`src/rtl/wind_pkg.sv`:
```
// ============================================================================
//  Module      : wind_pkg
//  Description : Shared types and constants for the wind controller.
//  Revision    : 1.0 - initial release
// ============================================================================
`default_nettype none

package wind_pkg;

    typedef enum logic [1:0] {
        IDLE = 2'd0,
        PICK = 2'd1,
        ANIM = 2'd2,
        DONE = 2'd3
    } wind_state_t;

    localparam int          WIND_MAX   = 7;
    localparam int          BAR_HALF_W = 58;
    localparam logic [15:0] LFSR_SEED  = 16'hACE1;
    // Galois tap mask for x^16 + x^14 + x^13 + x^11 + 1
    localparam logic [15:0] LFSR_TAPS  = 16'hB400;

    // Nibble 15 maps to calm; 0..14 map onto -7..+7.
    function automatic logic signed [3:0] wind_from_rand(input logic [3:0] r);
        logic signed [3:0] w;
        if (r == 4'hF) begin
            w = 4'sd0;
        end else begin
            w = r - 4'd7;
        end
        return w;
    endfunction

endpackage

`default_nettype wire

```
`src/rtl/wind_lfsr.sv`:
```
// ============================================================================
//  Module      : wind_lfsr
//  Description : Free-running 16-bit Galois LFSR, advances every clock.
//  Revision    : 1.0 - initial release
// ============================================================================
`default_nettype none

module wind_lfsr
    import wind_pkg::*;
(
    input  logic        clk,
    input  logic        rst_n,
    output logic [15:0] value
);

    logic [15:0] lfsr_q;
    logic [15:0] lfsr_d;

    always_comb begin
        lfsr_d = {1'b0, lfsr_q[15:1]};
        if (lfsr_q[0]) begin
            lfsr_d = lfsr_d ^ LFSR_TAPS;
        end
    end

    always_ff @(posedge clk or negedge rst_n) begin
        if (!rst_n) begin
            lfsr_q <= LFSR_SEED;
        end else begin
            lfsr_q <= lfsr_d;
        end
    end

    assign value = lfsr_q;

endmodule

`default_nettype wire

```
`src/rtl/wind_ctl.sv`:
```
// ============================================================================
//  Module      : wind_ctl
//  Description : Picks a random wind per turn and steers the wind-bar
//                indicator; WIND_ANIM_EN enables per-frame animation.
//  Revision    : 1.0 - initial release
// ============================================================================
`default_nettype none

module wind_ctl
    import wind_pkg::*;
#(
    parameter int STEP_PX     = 2,
    parameter int PX_PER_UNIT = 8
)
(
    input  logic              clk,
    input  logic              rst_n,
    input  logic              vblnk,
    input  logic              new_turn,
    output logic              busy,
    output logic              ready,
    output logic signed [3:0] wind,
    output logic signed [6:0] bar_offset
);

    wind_state_t       state_q, state_d;
    logic signed [3:0] wind_q, wind_d;
    logic signed [6:0] target_q, target_d;
    logic signed [6:0] bar_offset_q, bar_offset_d;

    logic [15:0]       lfsr_value;
    logic signed [3:0] w_wind_new;
    logic signed [6:0] w_target_new;
    logic              unused_lfsr_hi;

    wind_lfsr u_lfsr (
        .clk   (clk),
        .rst_n (rst_n),
        .value (lfsr_value)
    );

    assign unused_lfsr_hi = ^lfsr_value[15:4];
    assign w_wind_new     = wind_from_rand(lfsr_value[3:0]);
    // |wind| * PX_PER_UNIT stays within the bar half-width, so 7 bits suffice.
    assign w_target_new   = {{3{w_wind_new[3]}}, w_wind_new} * 7'(PX_PER_UNIT);

`ifdef WIND_ANIM_EN
    localparam logic signed [7:0] C_STEP = 8'(STEP_PX);

    logic              vblnk_q;
    logic              w_tick;
    logic signed [7:0] w_diff;
    logic signed [6:0] w_step;

    always_ff @(posedge clk or negedge rst_n) begin
        if (!rst_n) begin
            vblnk_q <= 1'b0;
        end else begin
            vblnk_q <= vblnk;
        end
    end

    assign w_tick = vblnk & ~vblnk_q;
    assign w_diff = {target_q[6], target_q} - {bar_offset_q[6], bar_offset_q};

    // Last step lands exactly on the target instead of overshooting it.
    always_comb begin
        if (w_diff > C_STEP) begin
            w_step = bar_offset_q + 7'(STEP_PX);
        end else if (w_diff < -C_STEP) begin
            w_step = bar_offset_q - 7'(STEP_PX);
        end else begin
            w_step = target_q;
        end
    end
`else
    logic unused_vblnk;
    assign unused_vblnk = vblnk;
`endif

    always_comb begin
        state_d      = state_q;
        wind_d       = wind_q;
        target_d     = target_q;
        bar_offset_d = bar_offset_q;
        case (state_q)
            IDLE: begin
                if (new_turn) begin
                    state_d = PICK;
                end
            end
            PICK: begin
                wind_d   = w_wind_new;
                target_d = w_target_new;
`ifdef WIND_ANIM_EN
                state_d  = ANIM;
`else
                bar_offset_d = w_target_new;
                state_d      = DONE;
`endif
            end
            ANIM: begin
`ifdef WIND_ANIM_EN
                if (bar_offset_q == target_q) begin
                    state_d = DONE;
                end else if (w_tick) begin
                    bar_offset_d = w_step;
                end
`else
                state_d = IDLE;
`endif
            end
            DONE: begin
                state_d = IDLE;
            end
            default: begin
                state_d = IDLE;
            end
        endcase
    end

    always_ff @(posedge clk or negedge rst_n) begin
        if (!rst_n) begin
            state_q      <= IDLE;
            wind_q       <= 4'sd0;
            target_q     <= 7'sd0;
            bar_offset_q <= 7'sd0;
        end else begin
            state_q      <= state_d;
            wind_q       <= wind_d;
            target_q     <= target_d;
            bar_offset_q <= bar_offset_d;
        end
    end

    assign busy       = (state_q != IDLE);
    assign ready      = (state_q == DONE);
    assign wind       = wind_q;
    assign bar_offset = bar_offset_q;

endmodule

`default_nettype wire

```
`config.mk`:
```
export PLATFORM = sky130hd
export DESIGN_NAME = wind_ctl
export DESIGN_NICKNAME = d
export VERILOG_FILES = /design/src/rtl/wind_pkg.sv /design/src/rtl/wind_lfsr.sv /design/src/rtl/wind_ctl.sv
export SDC_FILE = /design/constraint.sdc
export NUM_CORES = 1
export LEC_CHECK = 0
export CORE_MARGIN = 1
export CORE_UTILIZATION = 45
export DETAILED_ROUTE_END_ITERATION = 7
export PLACE_DENSITY = 0.71
export SYNTH_ARGS = -nofsm -noshare
export SYNTH_HDL_FRONTEND = slang
export SYNTH_SLANG_ARGS = --single-unit
```
`constraint.sdc`:
```
create_clock -name clk -period 1.4 [get_ports clk]
set_input_delay 0.21 -clock clk [delete_from_list [all_inputs] [get_ports clk]]
set_output_delay 0.21 -clock clk [all_outputs]
set_load 0.02 [all_outputs]
```
======== Word-level counts from Yosys, hierarchy flattened ========
Index checks and enable logic that the tools add are counted.
word-level totals
  bits in registers ....................... 22
  word-level logic and storage cells ...... 17
  bits of input ports ..................... 4
cells by class
  add/sub/neg operators ................... 1
  eq/ne operators ......................... 5
  bitwise logic cells ..................... 1
  reductions and logical operators ........ 3
  mux-type cells .......................... 4
operators with widths
  operator                                                               number
  16-bit two-way mux                                                     1
  2-bit case mux with 3 select lines                                     1
  2-bit equality test, second input constant                             2
  4-bit equality test, second input constant                             1
  4-bit two-way mux                                                      1
  3-bit NOT with 4-bit output                                            1
  4-bit by 3-bit subtractor with 4-bit output, second input constant     1
  2-bit by 1-bit equality test with 1-bit output, second input constant  1
  2-bit zero test                                                        1
  2-bit two-way mux                                                      1
  2-bit != test, second input constant                                   1
  2-bit nonzero test                                                     1
  2-bit OR reduction                                                     1

======== Logic depth before layout (Yosys ltp) ========
  depth in word-level cells ............... 3
  depth in mapped cells ................... 4

======== Hierarchy ========
Synthesis repeated with hierarchy kept, for this count alone.
unflattened totals
  cells, all modules ...................... 65
  area, all modules ....................... 874.6 µm²
by module, submodules not included
  module     area an instance (µm²)  cells an instance  times used
  wind_lfsr  534.3                   32                 1
  wind_ctl   340.3                   33                 1

======== Worst setup path before layout ========
No wires, ideal clock.
  path kind ............................... reg-to-reg
  from .................................... register u_lfsr.lfsr_q[0], in the netlist u_lfsr.value[0]
  to ...................................... register wind_q[3], in the netlist wind[3]
  setup slack ............................. 223 ps
  arrival time ............................ 1051 ps
  cell stages (with the launch flop) ...... 4
  cells stage by stage .................... dfstp_2 buf_2 nand3_1 a221o_1
on the way
  longest elaborated chain between the ends .. 2
  elaborated cells between the ends (all ways) .. 3
  classes of those cells .................. add/sub: 1; eq/ne: 1; mux: 1
RTL lines
  what                                                                                RTL line                        source
  start: declaration                                                                  wind_lfsr.sv:16                 logic [15:0] lfsr_q;
  start signal: assignment                                                            wind_lfsr.sv:30                 lfsr_q <= lfsr_d;
  4-bit by 3-bit subtractor with 4-bit output or 4-bit equality test (tied branches)  wind_pkg.sv:29, wind_pkg.sv:26
  4-bit two-way mux (*)                                                               wind_pkg.sv:26                  if (r == 4'hF) begin
  end signal: assignment                                                              wind_ctl.sv:130                 wind_q <= wind_d;
  end: declaration                                                                    wind_ctl.sv:27                  logic signed [3:0] wind_q, wind_d;
Mark *: on every way between the ends. The rest lies on a longest branch, timed or not.
A chain may end at the register's enable or synchronous reset.

======== Worst setup path after layout ========
  from .................................... register state_q[0]
  to ...................................... output port ready
on the way
  longest elaborated chain between the ends .. 1
RTL lines
  what                      RTL line         source
  start: declaration        wind_ctl.sv:26   wind_state_t state_q, state_d;
  start signal: assignment  wind_ctl.sv:129  state_q <= state_d;
  2-bit equality test       wind_ctl.sv:137  assign ready = (state_q == DONE);
  end: declaration          wind_ctl.sv:21   output logic ready,
No other way between the ends.

==> flow_metrics.tcl <==
set metrics [dict create \
    startpoint "state_q[0]" \
    ant_nets 0 \
    violations "DRC" \
    antenna_found_initial 0 \
    nFillCells 125 \
    grt_pass1_wl_um 1690 \
    synth_edf_count 0 \
    rsz0062_at_grt "false" \
    setup_viol 0 \
    cap_violations 0 \
    whs_ns 0.2504 \
    overflow 0 \
    worstPathRequired_ns 1.19 \
    ys_seq_elements 22 \
    fin_nets 72 \
    crit_type "reg -> out" \
    layout-drive-gt1-share_pct 30.30 \
    hold_violations 0 \
    dp.cells 78 \
    clk_latency_ns 0.29 \
    h-tree-depth 1 \
    drt_iter0_drc 10 \
    wl_um 971 \
    final.min_clock_period_ns 1.321 \
    power_density_nw_per_um2 1672 \
    power_leakage_nw 0.4714 \
    grt_max_degree 23 \
    grt_pass1_vias 358 \
    wl_per_cell_um 11.84 \
    yosysMostFrequentCell "dfrtp_1" \
    drt-pass1-iter-count 6 \
    num_vias 388 \
    syn_area_um2 782.0 \
    post_cts_buffers 0 \
    status "complete, but fails checks" \
    core_um2 1559 \
    remaining_drc_errors 3 \
    die-width_um 43.69 \
    async_flop_share_pct 100.0 \
    cts_buffers 3 \
    startpoint_type "flip-flop" \
    max_freq_mhz 757.1 \
    die_area_um2 1908 \
    gp_congestion 0.6494 \
    slowest_delay_ns 0.41 \
    synth_area_leader_cell "dfrtp_1" \
    groute.usage.overall_pct 13.49 \
    dp_hpwl_um 653.3 \
    end_kind "primary output" \
    netlist_instances 53 \
    dominantRegCellSynth "dfrtp_1" \
    clock_skew_ns 0.0005841 \
    ctsHoldBuffers 0 \
    yosysTopAreaCellShare_pct 44.80 \
    synth.area.top_cells "dfrtp_1, dfstp_2, buf_4" \
    arrival_ns 1.11 \
    final_cell_count_no_fill 82 \
    period_share_pct 94.35 \
    peakVddDrop_mv 0.6210 \
    clkSinkCount 22 \
    initial_utilization_pct 50.16 \
    cp_slowest_cell "dfrtp_1" \
    crit_chain "buf_4, and2_1, buf_2" \
    fin_util_pct 58.75 \
    yosysWarnings 0 \
    worst_hold_path_type "in -> async" \
    multi_input_area_um2 155.1 \
    regArea_um2 560.5 \
    num_rows 14 \
    area_delta_synth_final_pct 17.12 \
    crit_fanout 3 \
    cts_root_buffer "clkbuf_4" \
    clock_path_buffers 2 \
    cts_tree "done" \
    yosys-top-cells-count "dfrtp_1, dfstp_2, buf_4" \
    seq_area_frac_synth_pct 71.68 \
    avgSynthCellArea_um2 14.75 \
    io_buffers 12 \
    synth.distinct_cells 22 \
    maxSlewViolCount 0 \
    avgViaCountPerCell 4.732 \
    die_h_um 43.69 \
    rr_startpoint "state_q[0]" \
    io_pins 17 \
    antenna_cells 0 \
    clkTransAtPathRegs_ns 0.11 \
]
[state kept, by name, indices dropped and copies added (netlist names)]
signal,cells
state_q,2
u_lfsr.value,16
wind,4
[path summary, 6_finish.rpt]
| check | to | slack, ns | cells after the start |
|---|---|---|---|
| max | ready | 0.08 | 3 |
| min | wind[2] | 0.25 | 2 |
| max reg2reg | wind[3] | 0.11 | 4 |
| min reg2reg | u_lfsr.value[3] | 0.36 | 0 |
| max in group asynchronous | u_lfsr.value[10] | 0.88 | 2 |
| min in group clk | u_lfsr.value[3] | 0.36 | 0 |
[placed cells by master, fill, tap and decap left out, drive strengths merged]
master and count:
nor2 3, clkbuf 4, nor4 1, nand2 1, clkdlybuf4s50 2, o21ai 1
and2 1, ha 1, a21o 1, nand2b 1, a311oi 1, nand3 1
dfrtp 14, dlygate4sd2 8, mux2 1, xor2 3, a221o 1, inv 2
or2 1, xnor2 1, buf 6, conb 3, dfstp 8
[worst max-delay path, delay by kind of cell (launching register included)]
family                 cells  cell delay (ns)
DFF                        1             0.41
buffers and inverters      2             0.29
and+or+nand+nor            1             0.12
[logic make-up after synthesis]
kind of cell               synth area share (%)
buffers and inverters                     9.760
xor gates and xnor gates                  4.481
other                                    0.4795
DFF                                       71.68
and+or+nand+nor                           6.560
muxes                                     1.440
AOI/OAI and AO/OA                         4.000
adders and majority gates                 1.600
[final cells by class]
type	count	share of cell area [%]
Sequential cell	22	61.20
Multi-Input combinational cell	22	16.94
Timing Repair Buffer	16	14.89
Clock buffer	4	3.962
Tap cell	16	2.186
Inverter	2	0.8197
[repair_timing]
action | CTS | global route
gates cloned | 0 | 0
gates resized for setup | 16 | 3
pin swaps | 0 | 0
setup endpoints to repair | 10 | 1
[report_power, final]
part | internal, mW | switching [mW] | total (mW)
combinational | 0.220 | 0.249 | 0.469
sequential | 0.695 | 0.0381 | 0.733
clock | 0.158 | 0.171 | 0.329
[metrics by stage]
stage | instance area [µm²] | setup slack, ns | TNS [ns] | total power, mW
2_1_floorplan | 789.5 | 0.2229 | 0 | 1.081
3_3_place_gp | 890.9 | 0.01178 | 0 | 1.241
3_5_place_dp | 890.9 | -0.008389 | -0.008389 | 1.258
4_1_cts | 907.1 | 0.02029 | 0 | 1.525
5_1_grt | 915.9 | 0.01506 | 0 | 1.625
6_report | 915.9 | 0.07909 | 0 | 1.532
[per-layer routing]
layer  track usage [%]  wire, µm
met4             13.13        10
met3             2.500        54
met1             18.05       428
met2             18.21       477
met5                 0         0
(Power assumes the default switching activity.)
